$ cat src/rtl/mult_sequencer_pkg.sv
// mult_sequencer_pkg
//   Shared definitions for the shift-and-add multiply sequencer.
//   ALU opcode constants match the ones the ALU and instruction decoder use.
//   state_t is the sequencer FSM state encoding.
package mult_sequencer_pkg;

    localparam logic [2:0] ALUOP_FWD = 3'b000;
    localparam logic [2:0] ALUOP_ADD = 3'b001;
    localparam logic [2:0] ALUOP_AND = 3'b010;
    localparam logic [2:0] ALUOP_OR  = 3'b011;

    typedef enum logic [1:0] {
        S_IDLE = 2'd0,
        S_RUN  = 2'd1,
        S_DONE = 2'd2
    } state_t;

endpackage

$ cat src/rtl/mult_sequencer.sv
// mult_sequencer
//   Multi-cycle unsigned multiply built on the external combinational ALU
//   (ADD / FORWARD), one shift-and-add step per cycle with early exit once
//   no multiplier bits remain.
// Ports:
//   CLK, RESET            clock, asynchronous active-high reset
//   START, MCAND, MPLIER  request + operands, accepted only in IDLE
//   BUSY                  high in RUN and DONE; selects this block onto the ALU
//   DONE                  one-cycle pulse, PRODUCT/OVF valid
//   PRODUCT, OVF          low WIDTH bits of the product, overflow flag
//   ALU_OP1/OP2/SEL       ALU drive, decoded from the current registers
//   ALU_RESULT            ALU output, written back on the next rising edge
module mult_sequencer
    import mult_sequencer_pkg::*;
#(
    parameter int WIDTH    = 8,
    parameter int MAXSTEPS = 8
) (
    input  logic             CLK,
    input  logic             RESET,
    input  logic             START,
    input  logic [WIDTH-1:0] MCAND,
    input  logic [WIDTH-1:0] MPLIER,
    output logic             BUSY,
    output logic             DONE,
    output logic [WIDTH-1:0] PRODUCT,
    output logic             OVF,
    output logic [WIDTH-1:0] ALU_OP1,
    output logic [WIDTH-1:0] ALU_OP2,
    output logic [2:0]       ALU_SEL,
    input  logic [WIDTH-1:0] ALU_RESULT
);

    localparam int CW = $clog2(MAXSTEPS);

    state_t           state;
    logic [WIDTH-1:0] a, b, acc;
    logic [CW-1:0]    cnt;
    logic             ovf;

    logic [WIDTH-1:0] b_next;
    logic             step_ovf;
    logic             last_step;

    assign b_next = b >> 1;

    // Overflow: the add wrapped, or a set multiplicand bit is about to be
    // shifted out while higher multiplier bits still have to be added.
    assign step_ovf  = (b[0] && (ALU_RESULT < acc)) ||
                       (a[WIDTH-1] && (b_next != '0));
    assign last_step = (b_next == '0) || (cnt == CW'(MAXSTEPS - 1));

    // ALU drive is a pure decode of registered state so the result settles
    // within the cycle and is captured on the next edge.
    always_comb begin
        ALU_OP1 = '0;
        ALU_OP2 = '0;
        ALU_SEL = ALUOP_FWD;
        if (state == S_RUN) begin
            if (b[0]) begin
                ALU_SEL = ALUOP_ADD;
                ALU_OP1 = acc;
                ALU_OP2 = a;
            end else begin
                ALU_SEL = ALUOP_FWD;
                ALU_OP2 = acc;
            end
        end
    end

    assign OVF = ovf;

    always_ff @(posedge CLK or posedge RESET) begin
        if (RESET) begin
            state   <= S_IDLE;
            a       <= '0;
            b       <= '0;
            acc     <= '0;
            cnt     <= '0;
            ovf     <= 1'b0;
            BUSY    <= 1'b0;
            DONE    <= 1'b0;
            PRODUCT <= '0;
        end else begin
            DONE <= 1'b0;
            case (state)
                S_IDLE: begin
                    if (START) begin
                        a    <= MCAND;
                        b    <= MPLIER;
                        acc  <= '0;
                        cnt  <= '0;
                        ovf  <= 1'b0;
                        BUSY <= 1'b1;
                        if (MPLIER != '0) begin
                            state <= S_RUN;
                        end else begin
                            // Zero multiplier: skip RUN entirely.
                            state   <= S_DONE;
                            DONE    <= 1'b1;
                            PRODUCT <= '0;
                        end
                    end
                end
                S_RUN: begin
                    acc <= ALU_RESULT;
                    a   <= a << 1;
                    b   <= b_next;
                    cnt <= cnt + 1'b1;
                    if (step_ovf)
                        ovf <= 1'b1;
                    if (last_step) begin
                        state   <= S_DONE;
                        DONE    <= 1'b1;
                        PRODUCT <= ALU_RESULT;
                    end
                end
                S_DONE: begin
                    state <= S_IDLE;
                    BUSY  <= 1'b0;
                end
                default: begin
                    state <= S_IDLE;
                    BUSY  <= 1'b0;
                end
            endcase
        end
    end

endmodule

$ cat config.mk
export PLATFORM = sky130hd
export DESIGN_NAME = mult_sequencer
export DESIGN_NICKNAME = d
export VERILOG_FILES = /design/src/rtl/mult_sequencer_pkg.sv /design/src/rtl/mult_sequencer.sv
export SDC_FILE = /design/constraint.sdc
export NUM_CORES = 1
export LEC_CHECK = 0
export ABC_AREA = 1
export CAP_MARGIN = 20
export CORE_UTILIZATION = 47
export CTS_CLUSTER_SIZE = 16
export DETAILED_ROUTE_END_ITERATION = 12
export PLACE_DENSITY_LB_ADDON = 0.1
export REMOVE_ABC_BUFFERS = 1
export SLEW_MARGIN = 0
export SYNTH_ARGS = -nofsm -noshare
export SYNTH_HDL_FRONTEND = slang
export SYNTH_SLANG_ARGS = --single-unit
$ cat constraint.sdc
create_clock -name CLK -period 1.89 [get_ports CLK]
set_clock_uncertainty 0.2 [all_clocks]
set_input_delay 0.378 -clock CLK [delete_from_list [all_inputs] [get_ports CLK]]
set_output_delay 0.378 -clock CLK [all_outputs]
set_load 0.02 [all_outputs]
* Word-level counts from Yosys, hierarchy flattened *
Index checks and enable logic that the tools add are counted.

word-level totals
  register bits after elaboration = 40
  bits of input ports = 27
  output and inout bits = 30

cells by class
  add/sub/neg operators = 1
  order comparisons = 1
  eq/ne operators = 6
  mux-type cells = 31
  bitwise logic cells = 1
  reductions and logical operators = 14

operators with widths
  kind                                                             count
  8-bit 2-to-1 mux                                                 10
  8-bit one-hot mux with 2 select lines                            4
  8-bit nonzero test                                               2
  8-bit zero test                                                  1
  8-bit < comparator                                               1
  1-bit 2-to-1 mux                                                 8
  2-bit inequality test, second input constant                     4
  2-bit 2-to-1 mux                                                 3
  1-bit one-hot mux with 2 select lines                            3
  3-bit one-hot mux with 2 select lines                            1
  2-bit AND reduction                                              3
  2-bit one-hot mux with 2 select lines                            1
  4-bit AND reduction                                              1
  3-bit by 1-bit adder with 3-bit output, second input constant    1
  3-bit == test, second input constant                             1
  3-bit 2-to-1 mux                                                 1
  3-bit AND reduction                                              1
  2-bit by 1-bit == test with 1-bit output, second input constant  1
  1-bit logical AND                                                2
  2-bit zero test                                                  1
  1-bit logical OR                                                 2
  2-bit nonzero test                                               1
  1-bit NOT                                                        1

* Depth between registers and ports, before layout *
Gate-level depths: netlist of the first run.

  depth after elaboration = 5
  mapped depth = 11
  gate-level depth less buffers = 11

* Worst setup path after synthesis of the first run *
OpenSTA, ideal clock, no wires.

  kind = reg2out
  from = register state[1]
  to = output ALU_OP1[0]
  arrival time = 1.602 ns
  data required time = 1.312 ns
  setup slack = -0.290 ns
  stages on the path, launching flop included = 6
  buffers on the path = 0
  cell sequence = dfrtp_1 > nor2_2 > inv_2 > nor2_1 > inv_1 > nor2_1

on the way
  cells in the longest elaborated chain, start to end = 2

RTL lines
  item                                      RTL line              text
  start, declared                           mult_sequencer.sv:36  state_t state;
  start signal, assigned                    mult_sequencer.sv:75  state <= S_IDLE;
  start signal, assigned                    mult_sequencer.sv:96  state <= S_RUN;
  start signal, assigned                    mult_sequencer.sv:99  state <= S_DONE;
  2-bit by 1-bit == test with 1-bit output  mult_sequencer.sv:59  if (state == S_RUN) begin
  8-bit 2-to-1 mux                          mult_sequencer.sv:59
  end, declared                             mult_sequencer.sv:28  output logic [WIDTH-1:0] ALU_OP1,

No other way between the ends.

* Worst setup path after layout of the first run *
  from = register state[1]
  to = output ALU_OP2[6]

on the way
  cells in the longest elaborated chain, start to end = 2

RTL lines
  item                                      RTL line              text
  2-bit by 1-bit == test with 1-bit output  mult_sequencer.sv:59
  8-bit 2-to-1 mux                          mult_sequencer.sv:59
  end, declared                             mult_sequencer.sv:29  output logic [WIDTH-1:0] ALU_OP2,

No other way between the ends.

==> key figures, run 1 <==
Run status
  – Status: complete, but fails checks
  – Failing checks: negative setup slack

Route
  – Vias: 2,017
  – Detail Route Antenna Nets: 0
  – Iteration-0 DRC Markers: 131
  – DR WL/cell: 14.6 um
  – M1 WL: 2320 um
  – Met2 Wirelength: 2840 um
  – Detail Route met3 WL: 279 um
  – Via density: 5.24
  – DR top layer: met4
  – Drt drc: 0
  – Drt pass-1 iters: 4
  – Drt total wl: 5610 um

Finish
  – Nets: 370
  – Syn-to-layout area delta: 58.6%
  – Fill cells: 291
  – Area of the multi-input gates: 1070 um^2
  – Antenna fix cells: 0
  – Register cell area after layout: 1000 um^2
  – Layout cells sized above 1: 33.4%

Timing
  – Max-slew violation count: 0
  – Hold Vio Cnt, Final: 0
  – Tcrit/Tclk final: 106%
  – FMAX: 501 MHz
  – Fin crit period: 2.00 ns
  – Hold WS: 0.236 ns
  – RSZ-0062 raised after global routing: yes
  – Final worst slack: -0.107 ns
  – Final setup fails: 16

Critical path
  – Cells on worst reg2reg path: 8
  – WP data arrival: 1.42 ns
  – Element type at the critical path end: output pin
  – CP Data Required Time: 1.31 ns
  – Crit start category: flip-flop
  – R2R Setup Slk: 0.08 ns
  – Maximum fanout along the worst path: 5
  – Critical path class: flip-flop to output pin

Logic synthesis
  – Post-synth EDFFs: 0
  – Mapped cell area: 2020 um^2
  – Count leader, synth: nand2_1
  – Synthesized instance count: 247
  – Top post-synthesis cells by count: nand2_1 (43), nor2_1 (42), dfrtp_1 (40)
  – Async set or reset register ratio after synthesis: 100%
  – Netlist cell types: 24
  – Seq/Total Area, Yosys: 49.5%
  – #FFs+latches synth: 40
  – Synth Flop Type: dfrtp_1
  – Avg Inst Size Synth: 8.18 um^2
  – Yosys top cell area share: 49.5%
  – Top cells by area, synth: dfrtp_1 (50%), nand2_1 (8.0%), nor2_1 (7.8%), a21oi_1 (6.7%), o21ai_0 (6.4%)
  – Synth warn: 0
  – Biggest area consumer among synthesized cells: dfrtp_1

Clock network
  – Cts hold-fix bufs: 0
  – Clock buffer depth: 2
  – Clock-pin slew on the worst setup and hold paths: 0.08 ns
  – CTS buffer count: 5
  – H-tree depth: 2
  – Clk root buf: clkbuf_8
  – Worst-skew pair later-pin latency: 0.30 ns
  – CTS sink count: 40
  – CTS tree: built

Placement
  – Placement Setup Slack: -0.327 ns
  – RD Place Congestion: 0.804
  – IO Port Bufs: 54
  – Post-DP HPWL: 3730 um

Power
  – Leak: 1.50 nW
  – Pwr per Cell Area: 1870 nW/um^2
  – Final Total Pwr: 0.00600 W
  – Worst vdd ir: 0.000898 V

Die
  – Row count: 23
  – Ports: 57
  – Core area: 4060 um^2
  – Die X: 67.6 um
  – Initial core utilization: 49.8%
  – Die ar.: 4570 um^2
  – Die Y: 67.6 um

Min path
  – Hold Crit Class: input port to asynchronous set/reset pin

Global routing
  – Number of global-route vias before repair: 1,878
  – Wire length of the first global-routing pass: 8610 um
  – Largest net degree at the start of global routing: 41
  – GR Util All Layers: 26.1%
  – Gr ovfl total: 0
  – Initial antenna violation count: 0

Job
  – Max_cap viols: 0
[metal layers]
layer / track usage (%) / vias to the layer above
met5: 0 / -
met4: 8.51 / 0
met3: 7.09 / 14
met2: 43.3 / 59
met1: 32.6 / 963
li1: - / 981
[cell families (layout without fill, tap and decap cells)]
kind of cell | Yosys count | count (layout) | synth area share [%]
AOI/OAI and AO/OA | 64 | 64 | 17.2
buffers and inverters | 33 | 120 | 7.12
DFF | 40 | 40 | 49.5
adders and majority gates | 9 | 9 | 5.57
other | 1 | 2 | 0.186
and+or+nand+nor | 100 | 100 | 20.4
[worst max-delay path, cell delays in order, from the launching register on]
cell and delay (ns):
dfrtp_1 0.41, nor2_4 0.15, buf_4 0.13, buf_6 0.10, o21ai_2 0.06, a21oi_2 0.12, buf_4 0.15
[layout make-up]
class | instances | area share [%]
well taps | 50 | 1.95
repair buffers | 90 | 27.9
clock buffers | 8 | 2.81
flip-flops and latches | 40 | 31.2
inverters | 22 | 2.58
multi-input cells | 175 | 33.5
[state kept, by name, indices dropped and copies added, names as in the netlist]
register	flops
b	8
state	2
OVF	1
cnt	3
PRODUCT	8
DONE	1
acc	8
a	8
BUSY	1
[per-stage QoR]
stage | util (%) | std cells | setup TNS (ns) | area (um^2)
6_report | 79.0 | 385 | -1.23 | 3200
5_1_grt | 79.0 | 385 | -2.52 | 3200
4_1_cts | 71.4 | 377 | -1.31 | 2900
3_5_place_dp | 68.6 | 365 | -6.68 | 2780
3_3_place_gp | 68.6 | 365 | -6.01 | 2780
2_1_floorplan | - | 237 | -16.90 | 1960
[power by group]
group / total, W / switching (W) / internal (W)
clock: 0.000592 / 0.000295 / 0.000298
sequential: 0.00154 / 0.000276 / 0.00127
combinational: 0.00387 / 0.00210 / 0.00177
[cell usage in the layout, fill, tap and decap left out, types with 2 or more instances in the layout]
cell type        instances
nand2_1                 42
dfrtp_1                 40
buf_4                   34
clkdlybuf4s50_1         31
nor2_1                  24
o21ai_0                 18
inv_1                   16
buf_6                   15
a21oi_2                 14
a21oi_1                 14
nor2_4                  13
ha_1                     9
o22ai_1                  8
nor3_1                   7
nor2_2                   7
inv_2                    6
o21ai_2                  6
clkbuf_8                 6
dlymetal6s2s_1           6
nand2_2                  3
buf_12                   3
nand3_1                  2
conb_1                   2
clkbuf_1                 2
[path summary, 6_finish.rpt]
kind / from / end
max: state[1]$_DFFE_PP0P_ / ALU_OP2[6]
min in group CLK: cnt[0]$_DFFE_PP0P_ / cnt[0]$_DFFE_PP0P_
min: RESET / PRODUCT[7]$_DFFE_PP0P_
min reg2reg: cnt[0]$_DFFE_PP0P_ / cnt[0]$_DFFE_PP0P_
max in group asynchronous: RESET / acc[1]$_DFFE_PP0P_
max reg2reg: cnt[0]$_DFFE_PP0P_ / PRODUCT[5]$_DFFE_PP0P_
[repair_timing]
action / in CTS / in global routing
resized for setup: 103 / 70
endpoints found under the setup margin: 17 / 26
pin swaps: 1 / 6
cloned: 1 / 1
setup buffers: 3 / 7
Power figures use the tool's default switching activity.
==> inputs of run 2 (changes only) <==
--- a/config.mk
+++ b/config.mk
@@ -6,11 +6,12 @@
 export NUM_CORES = 1
 export LEC_CHECK = 0
 export ABC_AREA = 1
-export CAP_MARGIN = 20
 export CORE_UTILIZATION = 47
 export CTS_CLUSTER_SIZE = 16
 export DETAILED_ROUTE_END_ITERATION = 12
+export GPL_TIMING_DRIVEN = 0
 export PLACE_DENSITY_LB_ADDON = 0.1
+export RECOVER_POWER = 25
 export REMOVE_ABC_BUFFERS = 1
 export SLEW_MARGIN = 0
 export SYNTH_ARGS = -nofsm -noshare
==> key figures, run 2 (synthesis gave the netlist of run 1 again) <==
Critical path
  – Slowest CP cell: dfrtp_2 (was dfrtp_1)
  – Critical path class: flip-flop to output pin (unchanged)
  – Worst Setup SP: state[1]$_DFFE_PP0P_ (unchanged)
  – Crit start category: flip-flop (unchanged)
  – Max stage delay on crit path: 0.43 ns (was 0.41 ns)
  – WP data arrival: 1.52 ns (was 1.42 ns)
  – R2R Setup Slk: -0.12 ns (was 0.08 ns)
  – CP Data Required Time: 1.31 ns (about the same)
  – Critical path cell sequence: nor2_4 -> buf_6 -> inv_6 -> nor2_4 -> clkinv_4 -> nor2_1 -> buf_4 (was nor2_4 -> buf_4 -> buf_6 -> o21ai_2 -> a21oi_2 -> buf_4)
  – Critical Path End: ALU_OP1[1] (was ALU_OP2[6])
  – Element type at the critical path end: output pin (unchanged)
  – Cells on worst reg2reg path: 9 (was 8)
  – Worst reg2reg path endpoint: PRODUCT[0]$_DFFE_PP0P_ (was PRODUCT[5]$_DFFE_PP0P_)
  – Maximum fanout along the worst path: 8 (was 5)
  – R2r startpoint: state[1]$_DFFE_PP0P_ (was cnt[0]$_DFFE_PP0P_)
  – Most used cell, CP: nor2_4 (was buf_4)

Finish
  – Antenna fix cells: 0 (unchanged)
  – Syn-to-layout area delta: 49.1% (was 58.6%)
  – Most frequent cells in the layout: nand2_1 (43), dfrtp_1 (38), nor2_1 (37) (was nand2_1 (42), dfrtp_1 (40), buf_4 (34))
  – Commonest non-fill, non-tap cell in the layout: nand2_1 (unchanged)
  – Post-layout util: 74.3% (was 79.0%)
  – Layout cells sized above 1: 25.6% (was 33.4%)
  – Nets: 359 (was 370)

Global routing
  – GR Util All Layers: 24.3% (was 26.1%)
  – Number of global-route vias before repair: 1,736 (was 1,878)
  – Initial antenna violation count: 0 (unchanged)
  – Wire length of the first global-routing pass: 7860 um (was 8610 um)
  – Gr ovfl total: 0 (unchanged)
  – Largest net degree at the start of global routing: 41 (unchanged)

Route
  – Via density: 5.28 (was 5.24)
  – DR WL/cell: 15.2 um (was 14.6 um)
  – Detail Route Antenna Nets: 0 (unchanged)
  – Drt drc: 0 (unchanged)
  – Vias: 1,974 (was 2,017)
  – Drt total wl: 5670 um (was 5610 um)
  – Iteration-0 DRC Markers: 121 (was 131)
  – Drt pass-1 iters: 4 (unchanged)

Power
  – Final Total Pwr: 0.00564 W (was 0.00600 W)
  – Worst vdd ir: 0.000766 V (was 0.000898 V)
  – Pwr per Cell Area: 1870 nW/um^2 (about the same)
  – Leak: 1.40 nW (was 1.50 nW)

Timing
  – RSZ-0062 raised after global routing: yes (unchanged)
  – Tcrit/Tclk final: 111% (was 106%)
  – Final setup fails: 25 (was 16)
  – Hold Vio Cnt, Final: 0 (unchanged)
  – Hold WS: 0.219 ns (was 0.236 ns)
  – Fin crit period: 2.10 ns (was 2.00 ns)
  – Worst-Margin Slew: 0.848 ns
  – Worst relative slew slack: 43.4%
  – Setup TNS: -3.76 ns (was -1.23 ns)
  – Final worst slack: -0.212 ns (was -0.107 ns)
  – FMAX: 476 MHz (was 501 MHz)
  – Max-slew violation count: 0 (unchanged)

Die
  – Core area: 4060 um^2 (unchanged)
  – Die X: 67.6 um (unchanged)
  – Die Y: 67.6 um (unchanged)
  – Ports: 57 (unchanged)
  – Row count: 23 (unchanged)
  – Initial core utilization: 49.8% (unchanged)
  – Die ar.: 4570 um^2 (unchanged)

Clock network
  – Worst-skew pair later-pin latency: 0.30 ns (about the same)
  – CTS sink count: 40 (unchanged)
  – Cts hold-fix bufs: 0 (unchanged)
  – Clock-pin slew on the worst setup and hold paths: 0.08 ns (about the same)
  – Clk root buf: clkbuf_8 (unchanged)
  – H-tree depth: 2 (unchanged)
  – CTS buffer count: 5 (unchanged)
  – CTS tree: built (unchanged)
  – Clock buffer depth: 2 (unchanged)

Min path
  – Hold Crit Class: input port to flip-flop (was input port to asynchronous set/reset pin)

Job
  – Max_cap viols: 0 (unchanged)

Placement
  – RD Place Congestion: 0.791 (was 0.804)
  – Placement Setup Slack: -1.71 ns (was -0.327 ns)
  – Post-DP HPWL: 3170 um (was 3730 um)
  – IO Port Bufs: 54 (unchanged)

Run status
  – Failing checks: negative setup slack (unchanged)
  – Status: complete, but fails checks (unchanged)
==> run 2: changes by cell type in the layout (fill, tap and decap cells not counted), sizes merged <==
| cell | change |
|---|---|
| inv | -2 |
| dlymetal6s2s | -4 |
| clkdlybuf4s50 | +4 |
| clkinv | +1 |
| buf | -12 |
| nor2 | +1 |
| clkinvlp | +1 |
==> run 2: cell type report <==
cell class,instances,area (um^2)
clock buffer,8,90.1
inverter,22,98.8
timing repair buffer,78,776
fill,310,1040
tap,50,62.6
sequential,40,1000
multi-input combinational,176,982
==> run 2: repair_timing <==
action | 4_1_cts | 5_1_grt
setup endpoints to repair | 54 | 49
pin swaps | 2 | 4
cloned | 2 | 1
resized for setup | 98 | 44
setup buffers | 13 | 11
==> run 2: per-layer routing <==
layer | part of all wire [%] | vias to the layer above | track usage, %
met1 | 42 | 931 | 29.6
met3 | 5.5 | 14 | 5.41
li1 | - | 963 | -
met2 | 49 | 66 | 40.3
met4 | 3.1 | 0 | 12.0
met5 | 0 | - | 0
==> run 2: where the power goes <==
group | internal [W] | switching [W] | leakage, nW | total [W]
Sequential | 0.00127 | 0.000272 | 0.476 | 0.00154
Clock | 0.000298 | 0.000296 | 0.0455 | 0.000594
Combinational | 0.00154 | 0.00196 | 0.875 | 0.00350
==> run 2: worst min path at each step <==
stage	start	endpoint	slack, ns	cells past startpoint
3_3_place_gp	cnt[0]$_DFFE_PP0P_	cnt[0]$_DFFE_PP0P_	0.27	1
6_report	ALU_RESULT[7]	acc[7]$_DFFE_PP0P_	0.22	3
3_5_place_dp	BUSY$_DFFE_PP0P_	BUSY$_DFFE_PP0P_	0.28	2
4_1_cts	BUSY$_DFFE_PP0P_	BUSY$_DFFE_PP0P_	0.30	2
2_1_floorplan	cnt[0]$_DFFE_PP0P_	cnt[0]$_DFFE_PP0P_	0.25	1
5_1_grt	ALU_RESULT[7]	PRODUCT[7]$_DFFE_PP0P_	0.24	3
==> run 2: critical path: cells and delay by family (launching register included) <==
family / cells / cell delay (ns)
DFF: 1 / 0.43
and+or+nand+nor: 3 / 0.37
buffers and inverters: 4 / 0.42
==> run 2: through the flow <==
step           instance area, um^2  cells
3_5_place_dp                  2570    341
6_report                      3010    374
5_1_grt                       3010    374
4_1_cts                       2800    364
2_1_floorplan                 1960    237
3_3_place_gp                  2570    341
==> inputs of run 3 (changes only) <==
--- a/config.mk
+++ b/config.mk
@@ -6,10 +6,12 @@
 export NUM_CORES = 1
 export LEC_CHECK = 0
 export ABC_AREA = 1
+export CORE_ASPECT_RATIO = 1.5
 export CORE_UTILIZATION = 47
 export CTS_CLUSTER_SIZE = 16
 export DETAILED_ROUTE_END_ITERATION = 12
 export GPL_TIMING_DRIVEN = 0
+export HOLD_SLACK_MARGIN = 0.12
 export PLACE_DENSITY_LB_ADDON = 0.1
 export RECOVER_POWER = 25
 export REMOVE_ABC_BUFFERS = 1
==> key figures, run 3 (synthesis gave the netlist of run 1 again) <==
Power
  – Pwr per Cell Area: 1920 nW/um^2 (was 1870 nW/um^2)
  – Flop pwr share: 26.4% (was 27.3%)
  – Power share of the clock group: 10.0% (was 10.5%)
  – Cell-internal power: 0.00321 W (was 0.00311 W)
  – NetSw: 0.00266 W (was 0.00253 W)
  – Worst vdd ir: 0.00144 V (was 0.000766 V)
  – Comb power frac: 63.6% (was 62.1%)
  – Final Total Pwr: 0.00586 W (was 0.00564 W)
  – Leak: 1.38 nW (was 1.40 nW)
  – Sw Share: 45.3% (was 44.9%)

Timing
  – Hold Vio Cnt, Final: 0 (unchanged)
  – Fin crit period: 2.08 ns (was 2.10 ns)
  – Tcrit/Tclk final: 110% (was 111%)
  – Final worst slack: -0.186 ns (was -0.212 ns)
  – Hold WS: 0.284 ns (was 0.219 ns)
  – FMAX: 482 MHz (was 476 MHz)
  – Max-slew violation count: 0 (unchanged)
  – Worst relative slew slack: 44.9% (was 43.4%)
  – Worst-Margin Slew: 0.826 ns (was 0.848 ns)
  – Final setup fails: 23 (was 25)
  – RSZ-0062 raised after global routing: yes (unchanged)
  – Setup TNS: -1.83 ns (was -3.76 ns)

Route
  – Drt drc: 0 (unchanged)
  – Drt pass-1 iters: 4 (unchanged)
  – Detail Route Antenna Nets: 0 (unchanged)
  – Drt total wl: 5600 um (was 5670 um)
  – Vias: 1,983 (was 1,974)
  – Iteration-0 DRC Markers: 64 (was 121)
  – Via density: 5.39 (was 5.28)
  – DR WL/cell: 15.2 um (about the same)

Finish
  – Register cell area after layout: 1000 um^2 (unchanged)
  – Antenna fix cells: 0 (unchanged)
  – Nets: 358 (was 359)
  – Fill cells: 297 (was 310)
  – Commonest non-fill, non-tap cell in the layout: nand2_1 (unchanged)
  – Area of the multi-input gates: 1060 um^2 (was 982 um^2)
  – Layout cells sized above 1: 27.6% (was 25.6%)
  – Finished Layout Cells: 368 (was 374)
  – Final instance area: 3050 um^2 (was 3010 um^2)
  – Most frequent cells in the layout: nand2_1 (43), dfrtp_1 (38), clkdlybuf4s50_1 (35) (was nand2_1 (43), dfrtp_1 (38), nor2_1 (37))
  – Syn-to-layout area delta: 51.1% (was 49.1%)

Critical path
  – Critical path class: flip-flop to output pin (unchanged)
  – Element type at the critical path end: output pin (unchanged)
  – R2R Setup Slk: -0.04 ns (was -0.12 ns)
  – WP data arrival: 1.50 ns (was 1.52 ns)
  – CP Data Required Time: 1.31 ns (about the same)
  – Crit start category: flip-flop (unchanged)
  – Maximum fanout along the worst path: 8 (unchanged)

Clock network
  – H-tree depth: 2 (unchanged)
  – Clock buffer depth: 2 (unchanged)
  – Clock-pin slew on the worst setup and hold paths: 0.07 ns (was 0.08 ns)
  – CTS tree: built (unchanged)
  – CTS buffer count: 5 (unchanged)
  – CTS sink count: 40 (unchanged)
  – Clk root buf: clkbuf_8 (unchanged)
  – Worst-skew pair later-pin latency: 0.29 ns (was 0.30 ns)

Die
  – Die Y: 82.3 um (was 67.6 um)
  – Initial core utilization: 50.2% (was 49.8%)
  – Core area: 4030 um^2 (was 4060 um^2)
  – Ports: 57 (unchanged)
  – Die X: 55.5 um (was 67.6 um)
  – Row count: 28 (was 23)
  – Die ar.: 4570 um^2 (about the same)

Run status
  – Status: complete, but fails checks (unchanged)
  – Failing checks: negative setup slack (unchanged)

Global routing
  – Number of global-route vias before repair: 1,976 (was 1,736)
  – GR Util All Layers: 25.3% (was 24.3%)
  – Gr ovfl total: 0 (unchanged)
  – Largest net degree at the start of global routing: 41 (unchanged)
  – Grt met2 use: 46.9% (was 40.3%)
  – Wire length of the first global-routing pass: 8740 um (was 7860 um)
  – Grt met1 use: 26.6% (was 29.6%)
  – Initial antenna violation count: 0 (unchanged)
  – Most Crowded Layer GR: met2 (unchanged)
  – Met3 GRT Util: 5.14% (was 5.41%)

Placement
  – Placed cell count: 336 (was 341)
  – RD Place Congestion: 0.806 (was 0.791)
  – IO Port Bufs: 54 (unchanged)
  – Placed instance area: 2560 um^2 (was 2570 um^2)
  – Post-DP HPWL: 3260 um (was 3170 um)

Min path
  – Hold Crit Class: flip-flop to flip-flop (was input port to flip-flop)

Job
  – Max_cap viols: 0 (unchanged)
run 3: cell count changes in the layout (fill, tap and decap cells not counted), moves of 2 or more:
cell     before  now
nor2_2        6    9
buf_12        3    1
buf_6        10   18
a21oi_1      20   18
nor2_1       37   33
o21ai_2       7    1
o21ai_4       0    6
buf_4        27   20
run 3: layer usage:
layer  vias up  routed length [um]
met5         -                   0
met4         0                 172
met3        16                 283
met2        80                3110
met1       927                2030
li1        960                   -
run 3: path summary, 6_finish.rpt:
kind                                           start                endpoint  depth (start not counted)
worst max-delay path            state[1]$_DFFE_PP0P_              ALU_OP1[4]                          7
worst min-delay path              cnt[0]$_DFFE_PP0P_      cnt[0]$_DFFE_PP0P_                          1
worst min register to register    cnt[0]$_DFFE_PP0P_      cnt[0]$_DFFE_PP0P_                          1
worst max register to register  state[1]$_DFFE_PP0P_  PRODUCT[7]$_DFFE_PP0P_                          9
min in group asynchronous                      RESET  PRODUCT[5]$_DFFE_PP0P_                          2
max in group asynchronous                      RESET        b[0]$_DFFE_PP0P_                          2
run 3: metrics by stage:
stage | utilization [%] | setup slack [ns]
global route | 75.8 | -0.251
finish | 75.8 | -0.186
global placement | 63.5 | -1.70
floorplan | - | -0.951
CTS | 71.6 | -0.137
detailed placement | 63.5 | -1.72
run 3: repair_timing:
action / 4_1_cts / 5_1_grt
resized for setup: 120 / 47
hold buffers: 0 / 0
cloned: 2 / 0
endpoints found under the setup margin: 54 / 51
setup buffers: 21 / 4
hold endpoints to repair: 0 / 0
pin swaps: 3 / 6
run 3: critical path, cell delays in order, from the launching register on:
cell and delay (ns):
dfrtp_2 0.43, nor2_4 0.15, buf_6 0.12, inv_6 0.03, nor2_4 0.10, inv_4 0.09, nor2_1 0.13, buf_4 0.16
run 3: area by class of cell:
class | count | share of cell area (%)
clock buffer | 8 | 2.95
inverter | 22 | 3.15
multi-input combinational | 176 | 34.6
sequential | 40 | 32.9
tap | 45 | 1.84
timing repair buffer | 77 | 24.6
run 3: power by group through the flow:
stage	logic (W)	registers [W]	clock network (W)
6_report	0.00373	0.00155	0.000585
5_1_grt	0.00404	0.00159	0.000627
4_1_cts	0.00330	0.00151	0.000596
3_5_place_dp	0.00269	0.00153	0
3_3_place_gp	0.00264	0.00151	0
2_1_floorplan	0.00153	0.00161	0
